`config.mk`:
```
export PLATFORM = sky130hd
export DESIGN_NAME = clock_divider_prog
export DESIGN_NICKNAME = d
export VERILOG_FILES = /design/src/rtl/clock_divider_prog.sv
export SDC_FILE = /design/constraint.sdc
export NUM_CORES = 1
export LEC_CHECK = 0
export BUFFER_PORTS_ARGS = -buffer_cell sky130_fd_sc_hd__buf_2
export CAP_MARGIN = 20
export CORE_MARGIN = 1.5
export CORE_UTILIZATION = 45
export CTS_CLUSTER_DIAMETER = 100
export DETAILED_ROUTE_END_ITERATION = 6
export GPL_TIMING_DRIVEN = 1
export HOLD_SLACK_MARGIN = 0.05
export PLACE_DENSITY = 0.72
export SYNTH_ARGS = -nofsm -noshare
export SYNTH_HDL_FRONTEND = slang
export SYNTH_SLANG_ARGS = --single-unit
export TNS_END_PERCENT = 100
```
`constraint.sdc`:
```
create_clock -name clk -period 1.9 [get_ports clk]
set_clock_uncertainty 0.15 [all_clocks]
set_input_delay 0.38 -clock clk [delete_from_list [all_inputs] [get_ports clk]]
set_output_delay 0.38 -clock clk [all_outputs]
set_load 0.005 [all_outputs]
```
`src/rtl/clock_divider_prog.sv`:
```
// clock_divider_prog: runtime-programmable multi-channel even-ratio clock divider.
// Optional build macro CLKDIV_PHASE_ALIGN_EN enables the sync phase-align strobe.
`default_nettype none

module clock_divider_prog #(
  parameter int NUM_CH       = 4,
  parameter int CNT_W        = 16,
  parameter int DEFAULT_HALF = 24,
  parameter int CH_W         = (NUM_CH > 1) ? $clog2(NUM_CH) : 1
) (
  input  logic              clk,
  input  logic              reset,
  input  logic [NUM_CH-1:0] en,
  input  logic              wr_en,
  input  logic [CH_W-1:0]   wr_ch,
  input  logic [CNT_W-1:0]  wr_data,
  input  logic              sync,
  output logic [NUM_CH-1:0] clk_out,
  output logic [NUM_CH-1:0] rise,
  output logic [NUM_CH-1:0] pend
);

  logic align;

`ifdef CLKDIV_PHASE_ALIGN_EN
  assign align = sync;
`else
  logic unused_sync;
  assign unused_sync = sync;
  assign align       = 1'b0;
`endif

  for (genvar i = 0; i < NUM_CH; i++) begin : g_ch
    logic [CNT_W-1:0] cnt_q, cnt_d;
    logic [CNT_W-1:0] half_q, half_d;
    logic [CNT_W-1:0] pval_q, pval_d;
    logic             pend_q, pend_d;
    logic             clk_q, clk_d;
    logic             rise_q, rise_d;
    logic             hit;
    logic             tc;
    logic [CNT_W-1:0] next_half;

    // Equality against the channel index also rejects out-of-range selects.
    assign hit       = wr_en && (wr_ch == CH_W'(i));
    assign tc        = en[i] && (cnt_q == half_q);
    assign next_half = hit ? wr_data : (pend_q ? pval_q : half_q);

    always_comb begin
      cnt_d  = cnt_q;
      half_d = half_q;
      pval_d = pval_q;
      pend_d = pend_q;
      clk_d  = clk_q;
      rise_d = 1'b0;
      if (align) begin
        cnt_d  = '0;
        clk_d  = 1'b0;
        half_d = next_half;
        pend_d = 1'b0;
      end else if (tc) begin
        cnt_d  = '0;
        clk_d  = ~clk_q;
        rise_d = ~clk_q;
        half_d = next_half;
        pend_d = 1'b0;
      end else begin
        if (en[i]) begin
          cnt_d = cnt_q + CNT_W'(1);
        end
        if (hit) begin
          pend_d = 1'b1;
          pval_d = wr_data;
        end
      end
    end

    always_ff @(posedge clk or negedge reset) begin
      if (!reset) begin
        cnt_q  <= '0;
        half_q <= CNT_W'(DEFAULT_HALF);
        pval_q <= '0;
        pend_q <= 1'b0;
        clk_q  <= 1'b0;
        rise_q <= 1'b0;
      end else begin
        cnt_q  <= cnt_d;
        half_q <= half_d;
        pval_q <= pval_d;
        pend_q <= pend_d;
        clk_q  <= clk_d;
        rise_q <= rise_d;
      end
    end

    assign clk_out[i] = clk_q;
    assign rise[i]    = rise_q;
    assign pend[i]    = pend_q;
  end

endmodule

`default_nettype wire

```
After elaboration in Yosys (flattened, before gate mapping)
Index checks and enable logic that the tools add are counted.
W data, S select, Z words.
Operators by class
  bitwise operators: 8
  muxes and demuxes: 28
  reductions and logical operators: 29
  add/subtract/negate cells: 4
  eq/ne operators: 7
Operator list (number)
  $mux W16: 16
  $add A16 B1 Y16 const B: 4
  $eq A16 B16 Y1: 4
  $reduce_bool A2 Y1: 12
  $reduce_and A2 Y1: 8
  $mux W1: 12
  $logic_and A1 B1 Y1: 8
  $not A1 Y1: 8
  $eq A2 B2 Y1 const B: 2
  $eq A2 B1 Y1 const B: 1
  $logic_not A2 Y1: 1
Word-level totals
  output and inout bits: 12
  logic and storage cells: 100
  flip-flop bits (word level): 204
  input bits: 26

Logic depth before layout (Yosys ltp)
Gate-level depths: netlist of the first run.
  depth after elaboration: 4
  gate-level depth with buffers: 8

Least setup slack after synthesis of the first run
No wires, ideal clock.
  path kind: register to register
  from: register g_ch[1].half_q[4]
  to: register g_ch[1].pval_q[0]
  setup time: 0.125 ns
  data arrival time: 1.805 ns
  path buffers: 2
  stages on the path, launching flop included: 8
  path slack: -0.180 ns
  data required time: 1.625 ns
  period minus slack after synthesis: 2.080 ns
  cell sequence: dfstp_2 xor2_1 nor4_2 nand3_2 o21ba_1 buf_6 buf_6 mux2_4
On the way
  cells in the longest elaborated chain, start to end: 4
Ends and longest elaborated chain
  from (decl): line 35  | logic [CNT_W-1:0] half_q, half_d;
  from (signal assigned): line 81  | half_q <= CNT_W'(DEFAULT_HALF);
  from (signal assigned): line 88  | half_q <= half_d;
  $eq A16 B16 Y1: line 46  | assign tc = en[i] && (cnt_q == half_q);
  $logic_and A1 B1 Y1: line 46
  $not A1 Y1 (no line)
  $reduce_and A2 Y1 (no line)
  to (signal assigned): line 89  | pval_q <= pval_d;
  to (decl): line 36  | logic [CNT_W-1:0] pval_q, pval_d;
No other way between the ends.
A chain may end at the register's enable or synchronous reset.

Final worst setup path of the first run
  from: register g_ch[0].half_q[3]
  to: register g_ch[0].pval_q[2]
On the way
  cells in the longest elaborated chain, start to end: 4
Ends and longest elaborated chain (line)
  from (decl): 35
  from (signal assigned): 81
  from (signal assigned): 88
  $eq A16 B16 Y1: 46
  $logic_and A1 B1 Y1: 46
  $not A1 Y1 (no line)
  $reduce_and A2 Y1 (no line)
  to (signal assigned): 89
  to (decl): 36
No other way between the ends.

==> results of run 1 <==
## per-layer routing
metal	share of wire [%]	track usage, %	vias to the layer above	wire length (um)
met5	0	0	-	0
met4	2.7	6.12	0	685
met3	3.4	2.92	47	876
met2	51	35.4	146	12900
met1	43	27.7	3729	11000
li1	-	-	3436	-
## stage by stage
stage	setup TNS [ps]	std cells	setup WS (ps)	total power [mW]	hold slack, ps
floorplan	-5050	892	-175	8.55	-65.6
global placement	-8800	1273	-129	9.83	187
detailed placement	-12810	1273	-217	9.98	189
CTS	-18020	1338	-164	15.2	73.3
global route	-36890	1348	-312	16.4	94.6
finish	-22370	1348	-222	15.6	94.5
## placed cells by master, fill, tap and decap left out, drive strengths merged, types with 2 or more instances in the layout
| cell | instances |
|---|---|
| nor3 | 16 |
| nor2b | 3 |
| xor2 | 70 |
| nor4 | 9 |
| nor2 | 83 |
| clkinv | 2 |
| and3 | 12 |
| dfrtp | 196 |
| xnor2 | 54 |
| a31oi | 2 |
| nand3 | 19 |
| dfstp | 8 |
| clkbuf | 36 |
| nand4 | 19 |
| bufinv | 4 |
| inv | 9 |
| and2 | 3 |
| and4 | 2 |
| o21ba | 5 |
| mux2i | 3 |
| dlygate4sd3 | 3 |
| nand3b | 66 |
| mux2 | 64 |
| nand2b | 6 |
| nand2 | 34 |
| nand4bb | 3 |
| o21ai | 68 |
| ha | 4 |
| buf | 190 |
| o22ai | 4 |
| a2bb2oi | 64 |
## area by class of cell
class,count,share of cell area [%]
multi-input cells,618,40.4
flip-flops and latches,204,37.6
repair buffers,197,13.2
clock buffers,33,4.88
well taps,280,2.58
clock inverters,7,1.01
inverters,9,0.249
## registers in the layout (all words and copies together) (netlist names)
signal / flops
g_ch.pend_q: 4
g_ch.half_q: 64
g_ch.rise_q: 4
g_ch.cnt_q: 64
g_ch.clk_q: 4
g_ch.pval_q: 64
## critical path, delay by kind of cell (launching register included)
kind,cells,cell delay (ps)
flip-flops,1,570
AND/OR/NAND/NOR,2,480
buffers and inverters,2,330
multiplexers,1,270
XOR/XNOR,1,120
AO/OA/AOI/OAI,1,80
## kinds of logic after synthesis
group | Yosys count | synth area share [%]
buf+inv | 72 | 3.91
compound gates | 141 | 9.61
simple gates | 280 | 16.3
fa+ha+maj | 4 | 0.493
flops | 204 | 50.4
xor+xnor | 124 | 10.8
mux | 67 | 8.51
## final timing paths
check / from / to / slack, ps / cells after the start
worst min register to register: g_ch[1].clk_q$_DFFE_PN0P_ / g_ch[1].rise_q$_DFF_PN0_ / 330 / 1
worst max register to register: g_ch[0].half_q[3]$_DFFE_PN1P_ / g_ch[0].pval_q[2]$_DFFE_PN0P_ / -220 / 7
max in group asynchronous: reset / g_ch[1].half_q[3]$_DFFE_PN1P_ / 790 / 3
min in group asynchronous: reset / g_ch[0].cnt_q[12]$_DFFE_PN0P_ / 210 / 2
worst max-delay path: g_ch[0].half_q[3]$_DFFE_PN1P_ / g_ch[0].pval_q[2]$_DFFE_PN0P_ / -220 / 7
worst min-delay path: wr_ch[1] / g_ch[3].pend_q$_DFFE_PN0P_ / 90 / 3
## power by group
group | switching [mW] | leakage [nW] | internal [mW]
registers | 0.778 | 2.57 | 5.34
logic | 2.10 | 3.00 | 2.71
clock network | 1.74 | 0.390 | 2.95
## what timing repair did
| item | CTS | global route |
|---|---|---|
| resized for setup | 89 | 143 |
| setup endpoints to repair | 181 | 199 |
| gates cloned | 9 | 5 |
| hold endpoints to repair | 201 | 0 |
| buffers inserted | 15 | 15 |
| pin swaps | 22 | 48 |
| hold buffers | 3 | 0 |
==> results.ini, run 1 <==
[drt]
num_vias=7358
drc=3
ant_nets=0
wl_um=25500
wl_per_cell_um=18.9
drt_iter0_markers=450
dr.pass1.iters=7
viasPerCell=5.46

[synthesis]
synth-seq-cells=204
synthTopCellsByArea=dfrtp_1 48%, xor2_1 6.0%, a2bb2oi_1 5.5%, nand3b_1 4.9%, xnor2_1 4.7%
syn_inst=892
netlist_area_mm2=0.0101
synth_cell_types=43
synth_edf_count=0
avgSynthCellArea_um2=11.4
ys.flop_type=dfrtp_1
yosysTopAreaCell=dfrtp_1
synth_common_cells=196 x dfrtp_1, 83 x nor2_1, 69 x xor2_1
synth_warnings=0
synth_top_area_share_pct=48.3
postSynth.asyncResetShare_pct=100
synth-seq-area-share_pct=50.4
syn_nets=922
synth_most_common_cell=dfrtp_1

[placement]
dpl.hpwl_um=15400
placed_cell_area_mm2=0.0114
gp_congestion=0.829
io_buffers=36

[sta]
max_freq_ghz=0.471
drv_slew=0
hold_violations=0
slew_headroom_pct=69.4
finalCritPeriodShare_pct=112
tightest_slew_ps=454
fin_ws_ps=-222
post-route-min-period_ps=2120
rsz0062_at_grt=yes
setup_viol=197

[status]
violations=design-rule violations, negative setup slack
status=finished, violations left

[critical_path]
path_cells=xnor2_2, nand4_1, nor3b_4, buf_4, a31oi_4, buf_12, mux2_2
crit_slowest_cell=dfstp_2
critPathRequiredTime_ps=2130
worst-path-max-fanout=16
max_stage_delay_ps=570
crit_path_end_kind=flip-flop
crit_arrival_ps=2360
path_class=flip-flop to flip-flop
start_kind=flip-flop

[clock_network]
cts_root_buf=clkbuf_16
clk_latency_ps=510
cts.clk_slew.worst_paths_ps=60
cts_max_path_buffers=3
cts-buffers-inserted=22
clock_sinks=204
cts_tree=done
htree_levels=1

[finish]
fillers=1640
final_layout_size_suffix_gt1_share_pct=41.9
stdcell_area_mm2=0.0136
multi_input_area_mm2=0.00549
area_growth_pct=34.0
postLayoutCoreUtil_pct=61.9
diodes=0
regArea_mm2=0.00512
nNetsFinal=1082

[min_path]
hp-class=primary input to flip-flop

[grt]
grt_usage_pct=20.8
antenna_found_initial=0
grt_max_degree=41
grt_remaining_overflow=0
grt_pass1_vias=7477
grt_first_pass_wirelength_um=39100

[floorplanning]
ios=38
rows=54
dieArea_mm2=0.0235
fp.coreArea_mm2=0.0220
start_util_pct=46.2
die_x_um=153
die_h_um=153

[power_and_ir_drop]
p_leak_nw=5.96
power_per_cell_area_mw_per_mm2=1150
peakVddDrop_mv=0.534

[job]
max_cap_violations=0

(Power assumes the default switching activity.)
==> run 2: changes to the inputs <==
Settings changed: BUFFER_PORTS_ARGS -buffer_cell sky130_fd_sc_hd__buf_2 to -buffer_cell sky130_fd_sc_hd__buf_4, CORE_UTILIZATION 45 to 37, PLACE_DENSITY 0.72 to 0.63.
==> run 2 against run 1 <==
Against the previous run: the flow finishes with violations (negative setup slack); final area fell by 0.85%; utilization shrank 12 points; flip-flop and latch count is the same; largest cell class unchanged; global-route usage is 4.7 points lower; total power is 2.0% lower; critical path depth is the same; final cell count rose by 4.8%; count of clock-buffer cells in the layout rose by 5; sequential power down 0.8%; clock power down 3%; via count down 2.1%.
==> results.ini, run 2 (synthesis results as in run 1) <==
[clock_network]
cts_tree=done
cts_max_path_buffers=3
cts.clk_slew.worst_paths_ps=60
clk_latency_ps=510
cts_root_buf=clkbuf_16
htree_levels=1
cts-buffers-inserted=24
clock_sinks=204

[sta]
drv_slew=0
slew_headroom_pct=71.2
post-route-min-period_ps=2150
setup_viol=182
max_freq_ghz=0.466
tightest_slew_ps=428
fin_ws_ps=-246
rsz0062_at_grt=yes
finalCritPeriodShare_pct=113
hold_violations=0

[grt]
antenna_found_initial=0
grt_max_degree=47
grt_usage_pct=16.1
grt_pass1_vias=7227
grt_remaining_overflow=0
grt_first_pass_wirelength_um=37100

[job]
max_cap_violations=0

[critical_path]
crit_arrival_ps=2430
critPathRequiredTime_ps=2180
crit_path_end_kind=flip-flop
path_class=flip-flop to flip-flop
start_kind=flip-flop
worst-path-max-fanout=5

[drt]
drt_iter0_markers=334
drc=0
wl_um=23300
viasPerCell=5.10
num_vias=7202
ant_nets=0
wl_per_cell_um=16.5
dr.pass1.iters=5

[placement]
dpl.hpwl_um=15100
io_buffers=36
gp_congestion=0.776
post-place-ws_ps=-162

[power_and_ir_drop]
power_mw=15.3
p_leak_nw=5.95
peakVddDrop_mv=0.741
power_per_cell_area_mw_per_mm2=1140

[finish]
diodes=0
area_growth_pct=32.8
fillers=2343
final_common_cell=dfrtp_1
final_cell_mix=196 x dfrtp_1, 150 x buf_4, 67 x xor2_1, 67 x o21ai_0, 66 x nand3b_1
top_regs=g_ch.cnt_q: 64 flops, g_ch.half_q: 64 flops, g_ch.pval_q: 64 flops
nNetsFinal=1084
multi_input_area_mm2=0.00524
final_layout_size_suffix_gt1_share_pct=38.2
regArea_mm2=0.00511
postLayoutCoreUtil_pct=50.0

[floorplanning]
die_x_um=169
start_util_pct=37.6
ios=38
die_h_um=169
dieArea_mm2=0.0284
fp.coreArea_mm2=0.0270
rows=60

[status]
status=finished, violations left
violations=negative setup slack

[min_path]
hp-class=primary input to flip-flop

[run 2: timing repair]
| action | CTS | global route |
|---|---|---|
| endpoints found under the hold margin | 230 | 0 |
| gates cloned | 4 | 2 |
| hold buffers | 14 | 0 |
| resized for setup | 52 | 113 |
| endpoints found under the setup margin | 167 | 197 |
| pin swaps | 5 | 37 |
| buffers inserted | 6 | 12 |
[run 2: power breakdown]
part / leakage [nW] / switching (mW) / internal [mW]
Combinational: 2.98 / 1.99 / 2.69
Clock: 0.393 / 1.80 / 2.77
Sequential: 2.57 / 0.734 / 5.34
[run 2: final timing paths]
path	startpoint	endpoint	slack, ps	cells past startpoint
max	g_ch[0].half_q[3]$_DFFE_PN1P_	g_ch[0].half_q[11]$_DFFE_PN0P_	-250	7
max reg2reg	g_ch[0].half_q[3]$_DFFE_PN1P_	g_ch[0].half_q[11]$_DFFE_PN0P_	-250	7
min reg2reg	g_ch[2].clk_q$_DFFE_PN0P_	g_ch[2].rise_q$_DFF_PN0_	320	1
min	wr_data[11]	g_ch[2].pval_q[11]$_DFFE_PN0P_	70	2
max in group asynchronous	reset	g_ch[3].half_q[3]$_DFFE_PN1P_	750	3
min in group asynchronous	reset	g_ch[1].cnt_q[2]$_DFFE_PN0P_	200	2
[run 2: final cells by class]
| cell class | count | area share (%) |
|---|---|---|
| inverter | 9 | 0.251 |
| tap | 341 | 3.17 |
| clock inverter | 6 | 0.408 |
| multi-input combinational | 616 | 38.9 |
| sequential | 204 | 38.0 |
| clock buffer | 38 | 5.45 |
| timing repair buffer | 199 | 13.9 |
[run 2: metrics by stage]
step / setup TNS, ps / hold WS [ps] / cell area, um2 / std cells
2_1_floorplan: -5050 / -65.6 / 10200 / 892
5_1_grt: -37230 / 53.9 / 13500 / 1413
4_1_cts: -12100 / 56.2 / 12900 / 1400
6_report: -20580 / 66.7 / 13500 / 1413
3_5_place_dp: -11510 / 177 / 11600 / 1333
3_3_place_gp: -9600 / 174 / 11600 / 1333
[run 2: routing by layer]
metal	vias up	track usage [%]	share of wire, %
li1	3438	-	-
met1	3612	22.5	46
met2	118	26.2	47
met3	34	2.45	4.6
met4	0	4.19	2.1
met5	-	0	0
[run 2: worst max-delay path: stages (launching register included)]
cell       delay, ps
dfstp_2          550
xnor2_1          160
nand4_1          210
nor3b_2          250
buf_4            160
and4b_2          290
buf_6            160
a2bb2oi_2        150
==> run 3: changes to the inputs <==
Settings changed: CORE_UTILIZATION 37 to 51, PLACE_DENSITY 0.63 to 0.79.
==> run 3 against run 2 <==
Against the previous run: the run still ends with negative setup slack left; final cell count is 5.2% lower; final area is 1.3% higher; via count is 6.7% higher; utilization is 20 points higher; clock power is 1% lower; register-to-register slack worse by 30 ps; fmax is 1.4% lower; non-clock buffer count is 5 higher; combinational power is 6.0% higher; highest routed layer unchanged; first-iteration DRC count is 97% higher; die area is 27% lower.
==> results.ini, run 3 (synthesis results as in run 1) <==
[finish]
area_growth_pct=34.6
stdcell_area_mm2=0.0137
final_cell_mix=196 x dfrtp_1, 152 x buf_4, 67 x xor2_1, 67 x o21ai_0, 66 x nand3b_1
stdcell_count=1339
final_layout_size_suffix_gt1_share_pct=41.3
final_common_cell=dfrtp_1
diodes=0
nNetsFinal=1088
top_regs=g_ch.cnt_q: 64 flops, g_ch.half_q: 64 flops, g_ch.pval_q: 64 flops
postLayoutCoreUtil_pct=70.2

[grt]
grt_max_degree=52
grt_usage_pct=23.3
grt_pass1_vias=7602
antenna_found_initial=0
grt_remaining_overflow=0
grt_first_pass_wirelength_um=38100

[min_path]
hold_depth=2
min_from=wr_data[7]
worst_hold_path.endpoint=g_ch[3].pval_q[7]$_DFFE_PN0P_
hp-class=primary input to flip-flop

[critical_path]
crit_slowest_cell=dfrtp_1
critPathRequiredTime_ps=2180
critPathBufInv=2
start_kind=flip-flop
r2r_setup_slack_ps=-280
reg2reg_to=g_ch[3].half_q[3]$_DFFE_PN1P_
path_class=flip-flop to flip-flop
worst-path-max-fanout=8
r2r-start=g_ch[3].half_q[6]$_DFFE_PN0P_
critPathTopFamily=simple AND/OR/NAND/NOR gates
path_cells=xor2_1, nor4_2, nand3_2, buf_6, nor3_4, clkbuf_16, a2bb2oi_2
r2r_cells=7
max_stage_delay_ps=410
crit_path_end_kind=flip-flop
crit_arrival_ps=2460

[clock_network]
htree_levels=1
clock_sinks=204
cts_root_buf=clkbuf_16
cts_tree=done
cts_max_path_buffers=3
cts.clk_slew.worst_paths_ps=60
clk_latency_ps=510
cts-buffers-inserted=22

[floorplanning]
rows=51
dieArea_mm2=0.0207
die_x_um=144
start_util_pct=52.1
fp.coreArea_mm2=0.0195
die_h_um=144
ios=38

[drt]
wl_per_cell_um=20.3
drc=0
dr.pass1.iters=5
ant_nets=0
viasPerCell=5.74
drt_iter0_markers=658
num_vias=7684
wl_um=27200

[sta]
holdWs_ps=63.3
setup_viol=197
post-route-min-period_ps=2180
finalCritPeriodShare_pct=115
hold_violations=0
slew_headroom_pct=68.8
fin_setup_tns_ps=-28530
tightest_slew_ps=464
fin_ws_ps=-276
max_freq_ghz=0.460
drv_slew=0
rsz0062_at_grt=yes

[placement]
placed_cell_area_mm2=0.0115
gp_congestion=0.848
dp.cells=1257
dpl.hpwl_um=15000
post-place-ws_ps=-251
io_buffers=36

[power_and_ir_drop]
power_per_cell_area_mw_per_mm2=1140
p_leak_nw=6.06
peakVddDrop_mv=0.785
power_mw=15.6

[status]
status=finished, violations left
violations=negative setup slack

[job]
max_cap_violations=0

## run 3: layer usage
| metal | share of wire, % | global-route usage [%] |
|---|---|---|
| met3 | 4.5 | 3.05 |
| met5 | 0 | 0 |
| met1 | 41 | 31.1 |
| met2 | 52 | 38.9 |
| met4 | 2.7 | 8.54 |
## run 3: where the power goes
group	switching, mW	internal [mW]	leakage, nW
Sequential	0.798	5.34	2.57
Clock	1.77	2.75	0.370
Combinational	2.23	2.71	3.11
## run 3: repair_timing
| item | CTS | global route |
|---|---|---|
| setup buffers | 9 | 13 |
| hold buffers | 11 | 0 |
| pin swaps | 7 | 45 |
| resized for setup | 40 | 155 |
| hold endpoints to repair | 71 | 0 |
| endpoints found under the setup margin | 174 | 188 |
| cloned | 2 | 10 |
## run 3: how the worst max path moves through the flow
stage                                        from                             end  slack (ps)  cells past startpoint
floorplan           g_ch[2].cnt_q[10]$_DFFE_PN0P_  g_ch[2].pval_q[10]$_DFFE_PN0P_        -180                      7
global placement                         wr_ch[1]   g_ch[0].half_q[4]$_DFFE_PN1P_        -170                      6
detailed placement                       wr_ch[1]   g_ch[0].half_q[2]$_DFFE_PN0P_        -250                      6
CTS                 g_ch[0].half_q[4]$_DFFE_PN1P_   g_ch[0].pval_q[5]$_DFFE_PN0P_        -130                      7
global route        g_ch[3].half_q[1]$_DFFE_PN0P_   g_ch[3].half_q[3]$_DFFE_PN1P_        -360                      7
finish              g_ch[3].half_q[6]$_DFFE_PN0P_   g_ch[3].half_q[3]$_DFFE_PN1P_        -280                      7
## run 3: final cells by class
class                      instances  area [um2]
timing repair buffer             204        1980
clock inverter                     8         121
multi-input combinational        617        5430
inverter                           9        33.8
sequential                       204        5110
fill                            1202        5810
clock buffer                      32         639
tap                              265         332
